### src/rtl/int_rr_arbiter.sv
// Round-robin arbiter sharing one internal register interface among NUM_MASTERS requesters.
// Optional WAIT-state timeout is compiled in with INT_ARB_TIMEOUT_EN.
module int_rr_arbiter #(
  parameter int NUM_MASTERS    = 2,
  parameter int ADDR_WIDTH     = 10,
  parameter int DATA_WIDTH     = 32,
  parameter int TIMEOUT_CYCLES = 255
) (
  input  logic                                 aclk,
  input  logic                                 aresetn,
  input  logic [NUM_MASTERS*ADDR_WIDTH-1:0]    m_addr,
  input  logic [NUM_MASTERS*DATA_WIDTH-1:0]    m_wr_data,
  input  logic [NUM_MASTERS*DATA_WIDTH/8-1:0]  m_wr_strb,
  input  logic [NUM_MASTERS-1:0]               m_wr_en,
  input  logic [NUM_MASTERS-1:0]               m_rd_en,
  output logic [NUM_MASTERS-1:0]               m_wr_ack,
  output logic [NUM_MASTERS-1:0]               m_wr_err,
  output logic [NUM_MASTERS-1:0]               m_rd_ack,
  output logic [NUM_MASTERS-1:0]               m_rd_err,
  output logic [NUM_MASTERS*DATA_WIDTH-1:0]    m_rd_data,
  output logic [ADDR_WIDTH-1:0]                int_addr,
  output logic [DATA_WIDTH-1:0]                int_wr_data,
  output logic [DATA_WIDTH/8-1:0]              int_wr_strb,
  output logic                                 int_wr_en,
  output logic                                 int_rd_en,
  input  logic                                 int_wr_ack,
  input  logic                                 int_wr_err,
  input  logic                                 int_rd_ack,
  input  logic                                 int_rd_err,
  input  logic [DATA_WIDTH-1:0]                int_rd_data,
  output logic [$clog2(NUM_MASTERS)-1:0]       grant_idx
);

  localparam int IDXW  = $clog2(NUM_MASTERS);
  localparam int STRBW = DATA_WIDTH / 8;

  typedef enum logic {S_IDLE, S_WAIT} state_t;

  state_t                                   state_q, state_d;
  logic [IDXW-1:0]                          grant_q, grant_d;
  logic [IDXW-1:0]                          ptr_q, ptr_d;
  logic                                     wr_q, wr_d;
  logic [NUM_MASTERS-1:0]                   pending_q, pending_d;
  logic [NUM_MASTERS-1:0]                   slot_wr_q, slot_wr_d;
  logic [NUM_MASTERS-1:0][ADDR_WIDTH-1:0]   slot_addr_q, slot_addr_d;
  logic [NUM_MASTERS-1:0][DATA_WIDTH-1:0]   slot_data_q, slot_data_d;
  logic [NUM_MASTERS-1:0][STRBW-1:0]        slot_strb_q, slot_strb_d;
  logic [ADDR_WIDTH-1:0]                    int_addr_q, int_addr_d;
  logic [DATA_WIDTH-1:0]                    int_wr_data_q, int_wr_data_d;
  logic [STRBW-1:0]                         int_wr_strb_q, int_wr_strb_d;
  logic                                     int_wr_en_q, int_wr_en_d;
  logic                                     int_rd_en_q, int_rd_en_d;
  logic [NUM_MASTERS-1:0]                   m_wr_ack_q, m_wr_ack_d;
  logic [NUM_MASTERS-1:0]                   m_wr_err_q, m_wr_err_d;
  logic [NUM_MASTERS-1:0]                   m_rd_ack_q, m_rd_ack_d;
  logic [NUM_MASTERS-1:0]                   m_rd_err_q, m_rd_err_d;
  logic [NUM_MASTERS-1:0][DATA_WIDTH-1:0]   m_rd_data_q, m_rd_data_d;
  logic                                     win_vld;
  logic [IDXW-1:0]                          win_idx;
  logic [IDXW-1:0]                          cand;
  logic                                     ack_match;

`ifdef INT_ARB_TIMEOUT_EN
  localparam int CNTW = $clog2(TIMEOUT_CYCLES + 1);
  logic [CNTW-1:0] cnt_q, cnt_d;
`else
  if (TIMEOUT_CYCLES < 1) begin : g_timeout_unused
  end
`endif

  // Search starts at ptr_q, which is one past the last grant (0 after reset).
  always_comb begin
    win_vld = 1'b0;
    win_idx = '0;
    cand    = '0;
    for (int k = 0; k < NUM_MASTERS; k++) begin
      cand = IDXW'((int'(ptr_q) + k) % NUM_MASTERS);
      if (!win_vld && pending_q[cand]) begin
        win_vld = 1'b1;
        win_idx = cand;
      end
    end
  end

  assign ack_match = wr_q ? int_wr_ack : int_rd_ack;

  always_comb begin
    state_d       = state_q;
    grant_d       = grant_q;
    ptr_d         = ptr_q;
    wr_d          = wr_q;
    pending_d     = pending_q;
    slot_wr_d     = slot_wr_q;
    slot_addr_d   = slot_addr_q;
    slot_data_d   = slot_data_q;
    slot_strb_d   = slot_strb_q;
    int_addr_d    = int_addr_q;
    int_wr_data_d = int_wr_data_q;
    int_wr_strb_d = int_wr_strb_q;
    int_wr_en_d   = 1'b0;
    int_rd_en_d   = 1'b0;
    m_wr_ack_d    = '0;
    m_wr_err_d    = '0;
    m_rd_ack_d    = '0;
    m_rd_err_d    = '0;
    m_rd_data_d   = m_rd_data_q;
`ifdef INT_ARB_TIMEOUT_EN
    cnt_d         = cnt_q;
`endif

    case (state_q)
      S_IDLE: begin
        if (win_vld) begin
          int_addr_d         = slot_addr_q[win_idx];
          int_wr_data_d      = slot_data_q[win_idx];
          int_wr_strb_d      = slot_strb_q[win_idx];
          int_wr_en_d        = slot_wr_q[win_idx];
          int_rd_en_d        = !slot_wr_q[win_idx];
          wr_d               = slot_wr_q[win_idx];
          pending_d[win_idx] = 1'b0;
          grant_d            = win_idx;
          ptr_d              = (win_idx == IDXW'(NUM_MASTERS - 1)) ? '0 : win_idx + IDXW'(1);
          state_d            = S_WAIT;
`ifdef INT_ARB_TIMEOUT_EN
          cnt_d              = '0;
`endif
        end
      end
      S_WAIT: begin
        if (ack_match) begin
          if (wr_q) begin
            m_wr_ack_d[grant_q] = 1'b1;
            m_wr_err_d[grant_q] = int_wr_err;
          end else begin
            m_rd_ack_d[grant_q]  = 1'b1;
            m_rd_err_d[grant_q]  = int_rd_err;
            m_rd_data_d[grant_q] = int_rd_data;
          end
          state_d = S_IDLE;
        end
`ifdef INT_ARB_TIMEOUT_EN
        else if (cnt_q == CNTW'(TIMEOUT_CYCLES - 1)) begin
          // Downstream never answered: fail the master, any late ack lands in IDLE.
          if (wr_q) begin
            m_wr_ack_d[grant_q] = 1'b1;
            m_wr_err_d[grant_q] = 1'b1;
          end else begin
            m_rd_ack_d[grant_q]  = 1'b1;
            m_rd_err_d[grant_q]  = 1'b1;
            m_rd_data_d[grant_q] = '0;
          end
          state_d = S_IDLE;
        end else begin
          cnt_d = cnt_q + CNTW'(1);
        end
`endif
      end
      default: state_d = S_IDLE;
    endcase

    // Capture runs after arbitration; the winner's own pulse is blocked by pending_q.
    for (int i = 0; i < NUM_MASTERS; i++) begin
      if ((m_wr_en[i] || m_rd_en[i]) && !pending_q[i] &&
          !(state_q == S_WAIT && grant_q == IDXW'(i))) begin
        pending_d[i]   = 1'b1;
        slot_wr_d[i]   = m_wr_en[i];
        slot_addr_d[i] = m_addr[i*ADDR_WIDTH +: ADDR_WIDTH];
        slot_data_d[i] = m_wr_data[i*DATA_WIDTH +: DATA_WIDTH];
        slot_strb_d[i] = m_wr_strb[i*STRBW +: STRBW];
      end
    end
  end

  always_ff @(posedge aclk) begin
    if (!aresetn) begin
      state_q       <= S_IDLE;
      grant_q       <= '0;
      ptr_q         <= '0;
      wr_q          <= 1'b0;
      pending_q     <= '0;
      slot_wr_q     <= '0;
      slot_addr_q   <= '0;
      slot_data_q   <= '0;
      slot_strb_q   <= '0;
      int_addr_q    <= '0;
      int_wr_data_q <= '0;
      int_wr_strb_q <= '0;
      int_wr_en_q   <= 1'b0;
      int_rd_en_q   <= 1'b0;
      m_wr_ack_q    <= '0;
      m_wr_err_q    <= '0;
      m_rd_ack_q    <= '0;
      m_rd_err_q    <= '0;
      m_rd_data_q   <= '0;
`ifdef INT_ARB_TIMEOUT_EN
      cnt_q         <= '0;
`endif
    end else begin
      state_q       <= state_d;
      grant_q       <= grant_d;
      ptr_q         <= ptr_d;
      wr_q          <= wr_d;
      pending_q     <= pending_d;
      slot_wr_q     <= slot_wr_d;
      slot_addr_q   <= slot_addr_d;
      slot_data_q   <= slot_data_d;
      slot_strb_q   <= slot_strb_d;
      int_addr_q    <= int_addr_d;
      int_wr_data_q <= int_wr_data_d;
      int_wr_strb_q <= int_wr_strb_d;
      int_wr_en_q   <= int_wr_en_d;
      int_rd_en_q   <= int_rd_en_d;
      m_wr_ack_q    <= m_wr_ack_d;
      m_wr_err_q    <= m_wr_err_d;
      m_rd_ack_q    <= m_rd_ack_d;
      m_rd_err_q    <= m_rd_err_d;
      m_rd_data_q   <= m_rd_data_d;
`ifdef INT_ARB_TIMEOUT_EN
      cnt_q         <= cnt_d;
`endif
    end
  end

  assign int_addr    = int_addr_q;
  assign int_wr_data = int_wr_data_q;
  assign int_wr_strb = int_wr_strb_q;
  assign int_wr_en   = int_wr_en_q;
  assign int_rd_en   = int_rd_en_q;
  assign m_wr_ack    = m_wr_ack_q;
  assign m_wr_err    = m_wr_err_q;
  assign m_rd_ack    = m_rd_ack_q;
  assign m_rd_err    = m_rd_err_q;
  assign m_rd_data   = m_rd_data_q;
  assign grant_idx   = grant_q;

endmodule

### config.mk
export PLATFORM = sky130hd
export DESIGN_NAME = int_rr_arbiter
export DESIGN_NICKNAME = d
export VERILOG_FILES = /design/src/rtl/int_rr_arbiter.sv
export SDC_FILE = /design/constraint.sdc
export NUM_CORES = 1
export LEC_CHECK = 0
export BUFFER_PORTS_ARGS = -buffer_cell sky130_fd_sc_hd__buf_2
export CAP_MARGIN = 40
export CORE_MARGIN = 2
export CORE_UTILIZATION = 47
export DETAILED_ROUTE_END_ITERATION = 10
export PLACE_DENSITY = 0.72
export SYNTH_ARGS = -nofsm -noshare
export SYNTH_HDL_FRONTEND = slang
export SYNTH_SLANG_ARGS = --single-unit
### constraint.sdc
create_clock -name aclk -period 2.25 [get_ports aclk]
set_clock_uncertainty 0.2 [all_clocks]
set_input_delay 0.3375 -clock aclk [delete_from_list [all_inputs] [get_ports aclk]]
set_output_delay 0.3375 -clock aclk [all_outputs]
set_load 0.03 [all_outputs]
==> out/summary.txt <==
outcome -> complete, no violations
Worst Setup Path Type -> reg2reg
cell leakage power -> 5.34 nW
drt drc -> 0
Worst Path Buf+Inv -> 2
Mapped Avg Cell Area -> 8.51 um2
worst endpoint required time -> 2.48 ns
Async S/R FF share, synth -> 0%
grt ovf -> 0
global-route wire length before repair -> 51,500 um
Worst setup EP type -> flip-flop
Final Hold Fails -> 0
TritonCTS clock tree -> built
Clock Path Buffers -> 3
Via density -> 5.79
register area share after synthesis -> 45.1%
HPWL after DPL -> 19,200 um
share of cells above drive strength 1 -> 22.9%
Die W -> 148 um
clk sinks -> 220
DR pass1 iterations -> 5
CP Launch Type -> flip-flop
Setup violations, final -> 0
Max-cap violations -> 0
commonest non-fill, non-tap cells in the layout -> buf_2, dfxtp_1, a21oi_1, nand2_1, dlygate4sd3_1
PwrDens -> 818 mW/mm2
Initial DRC Count -> 814
CTS root buffer -> clkbuf_16
critical path arrival -> 2.26 ns
Top Family by Delay on Critical Path -> buffers and inverters
I/O Buffers -> 254
RSZ-0062 raised after global routing -> false
post-route cell area -> 0.0132 mm2
Largest stage delay, worst path -> 0.48 ns
Slowest-stage cell, CP -> dfxtp_4
pin count of the biggest net entering global routing -> 129
Synthesized Nets -> 1,280
ANT nets after route -> 0
Ys Warns -> 0
P&R area growth vs syn -> 35.4%
Clk Latency, worst-skew pair -> 0.51 ns
crit-path max FO -> 85
VDD IR max -> 0.607 mV
H-tree levels -> 1
vias in the first global route -> 9,709
commonest non-fill, non-tap cell in the layout -> buf_2
number of flops mapped to enable cells by yosys -> 0
Yosys cell types -> 41
Core Box Area -> 0.0203 mm2
Slew Viols, Final -> 0
slew margin rel. -> 58.4%
fmax -> 493 MHz
ys flop type -> dfxtp_1
Top Ports -> 255
die area -> 0.0219 mm2
initial antenna violation count -> 1
final WL -> 32,600 um
wire length per cell -> 18.7 um
Die Height -> 148 um
routability cong. -> 0.778
Hold Path Class -> in2reg
synthesized area -> 0.00976 mm2
Tot GR Track Use -> 28.5%
crit share post-route -> 90.1%
num rows -> 52
Least-Margin Pin Slew -> 0.622 ns
Final nets -> 1,587
Final min period -> 2.03 ns
placed cell areas -> 0.0111 mm2
Initial Utilization -> 48.1%
worst path cell trace -> buf_12 -> and4bb_1 -> buf_4 -> nand2_1 -> a21oi_1
via count -> 10,100
total of flip-flops plus latches after synthesis -> 220
Syn Inst Count -> 1,146
CTS Buf Count -> 24
# resized after CTS -> 0
Fin Setup TNS -> 0 ns
Reg clk slew, reported paths -> 0.06 ns
-- cells by family after synthesis --
group,count (synthesis),share of synthesized area (%)
mux,1,0.103
compound gates,402,25.4
simple gates,386,21.9
buf+inv,137,7.42
flops,220,45.1
-- synth_stat cells, types with 2 or more instances --
| library cell | instances | area, um2 |
|---|---|---|
| o22ai_1 | 4 | 25.0 |
| nand2_1 | 136 | 510 |
| nand3_1 | 48 | 240 |
| and2_1 | 2 | 12.5 |
| clkbuf_1 | 54 | 203 |
| o31a_1 | 42 | 368 |
| nor2b_2 | 2 | 17.5 |
| nor2_1 | 10 | 37.5 |
| buf_2 | 48 | 240 |
| o21ai_0 | 2 | 10.0 |
| o21ai_1 | 49 | 245 |
| inv_1 | 4 | 15.0 |
| a22o_1 | 42 | 368 |
| nor3b_1 | 42 | 315 |
| nand2b_1 | 47 | 294 |
| buf_6 | 14 | 158 |
| o31ai_1 | 47 | 353 |
| inv_2 | 2 | 7.51 |
| buf_4 | 12 | 90.1 |
| dfxtp_1 | 220 | 4400 |
| nand3b_1 | 42 | 315 |
| or2_1 | 2 | 12.5 |
| a21oi_1 | 206 | 1030 |
| a32oi_1 | 4 | 35.0 |
| nand4_1 | 47 | 294 |
| buf_1 | 3 | 11.3 |
-- final timing paths --
kind | from | to | slack, ns | cells past startpoint
setup / recovery | state_q | m_rd_data[25] | 0.22 | 5
hold / removal | m_rd_en[0] | slot_wr_q[0] | 0.05 | 4
setup reg to reg | state_q | m_rd_data[25] | 0.22 | 5
hold reg to reg | m_rd_data[45] | m_rd_data[45] | 0.25 | 2
-- power breakdown --
part	switching, W	leakage (nW)	total [W]	internal [W]
clock network	0.00159	0.390	0.00390	0.00231
logic	0.00143	3.16	0.00238	0.000950
registers	0.000299	1.80	0.00452	0.00422
-- layer usage --
| layer | track usage [%] | up-vias | part of all wire [%] |
|---|---|---|---|
| li1 | - | 4744 | - |
| met1 | 36.8 | 4765 | 41 |
| met2 | 47.6 | 475 | 47 |
| met3 | 6.17 | 82 | 8.2 |
| met4 | 9.14 | 0 | 3.1 |
| met5 | 0 | - | 0 |
-- stage by stage --
step | power [W] | hold slack [ns] | instances | util [%] | worst slack [ns]
6_report | 0.0108 | 0.0520 | 1740 | 65.1 | 0.222
5_1_grt | 0.0112 | 0.0753 | 1740 | 65.1 | 0.150
4_1_cts | 0.0108 | 0.0154 | 1739 | 65.1 | 0.235
3_5_place_dp | 0.00676 | 0.245 | 1567 | 54.8 | 0.338
3_3_place_gp | 0.00670 | 0.238 | 1565 | 54.5 | 0.356
2_1_floorplan | 0.00609 | 0.243 | 1146 | - | 0.574
-- worst reg2reg max path: stages, from the launching register on --
cell,delay (ns)
dfxtp_4,0.48
buf_12,0.34
and4bb_1,0.27
buf_4,0.35
nand2_1,0.14
a21oi_1,0.16
-- what timing repair did --
item                                   in CTS  in global routing
buffers inserted                            0                  0
endpoints found under the hold margin     164                  0
hold buffers                              130                  0
setup endpoints to repair                   0                  0
-- registers in the layout, indices dropped and copies added, names as in the netlist, 2 cells and up --
signal,cells
int_addr,10
slot_strb_q,8
m_rd_data,64
m_rd_err,2
m_rd_ack,2
m_wr_err,2
slot_wr_q,2
slot_data_q,64
pending_q,2
int_wr_strb,4
slot_addr_q,20
m_wr_ack,2
int_wr_data,32
-- layout make-up --
cell class / count / area [um2]
multi-input combinational: 789 / 4670
clock buffer: 39 / 768
sequential: 220 / 4410
antenna: 1 / 2.50
clock inverter: 3 / 15.0
fill: 1672 / 7090
inverter: 6 / 25.0
timing repair buffer: 412 / 2990
tap: 270 / 338
Note: power is estimated with default switching activity, not from simulation.
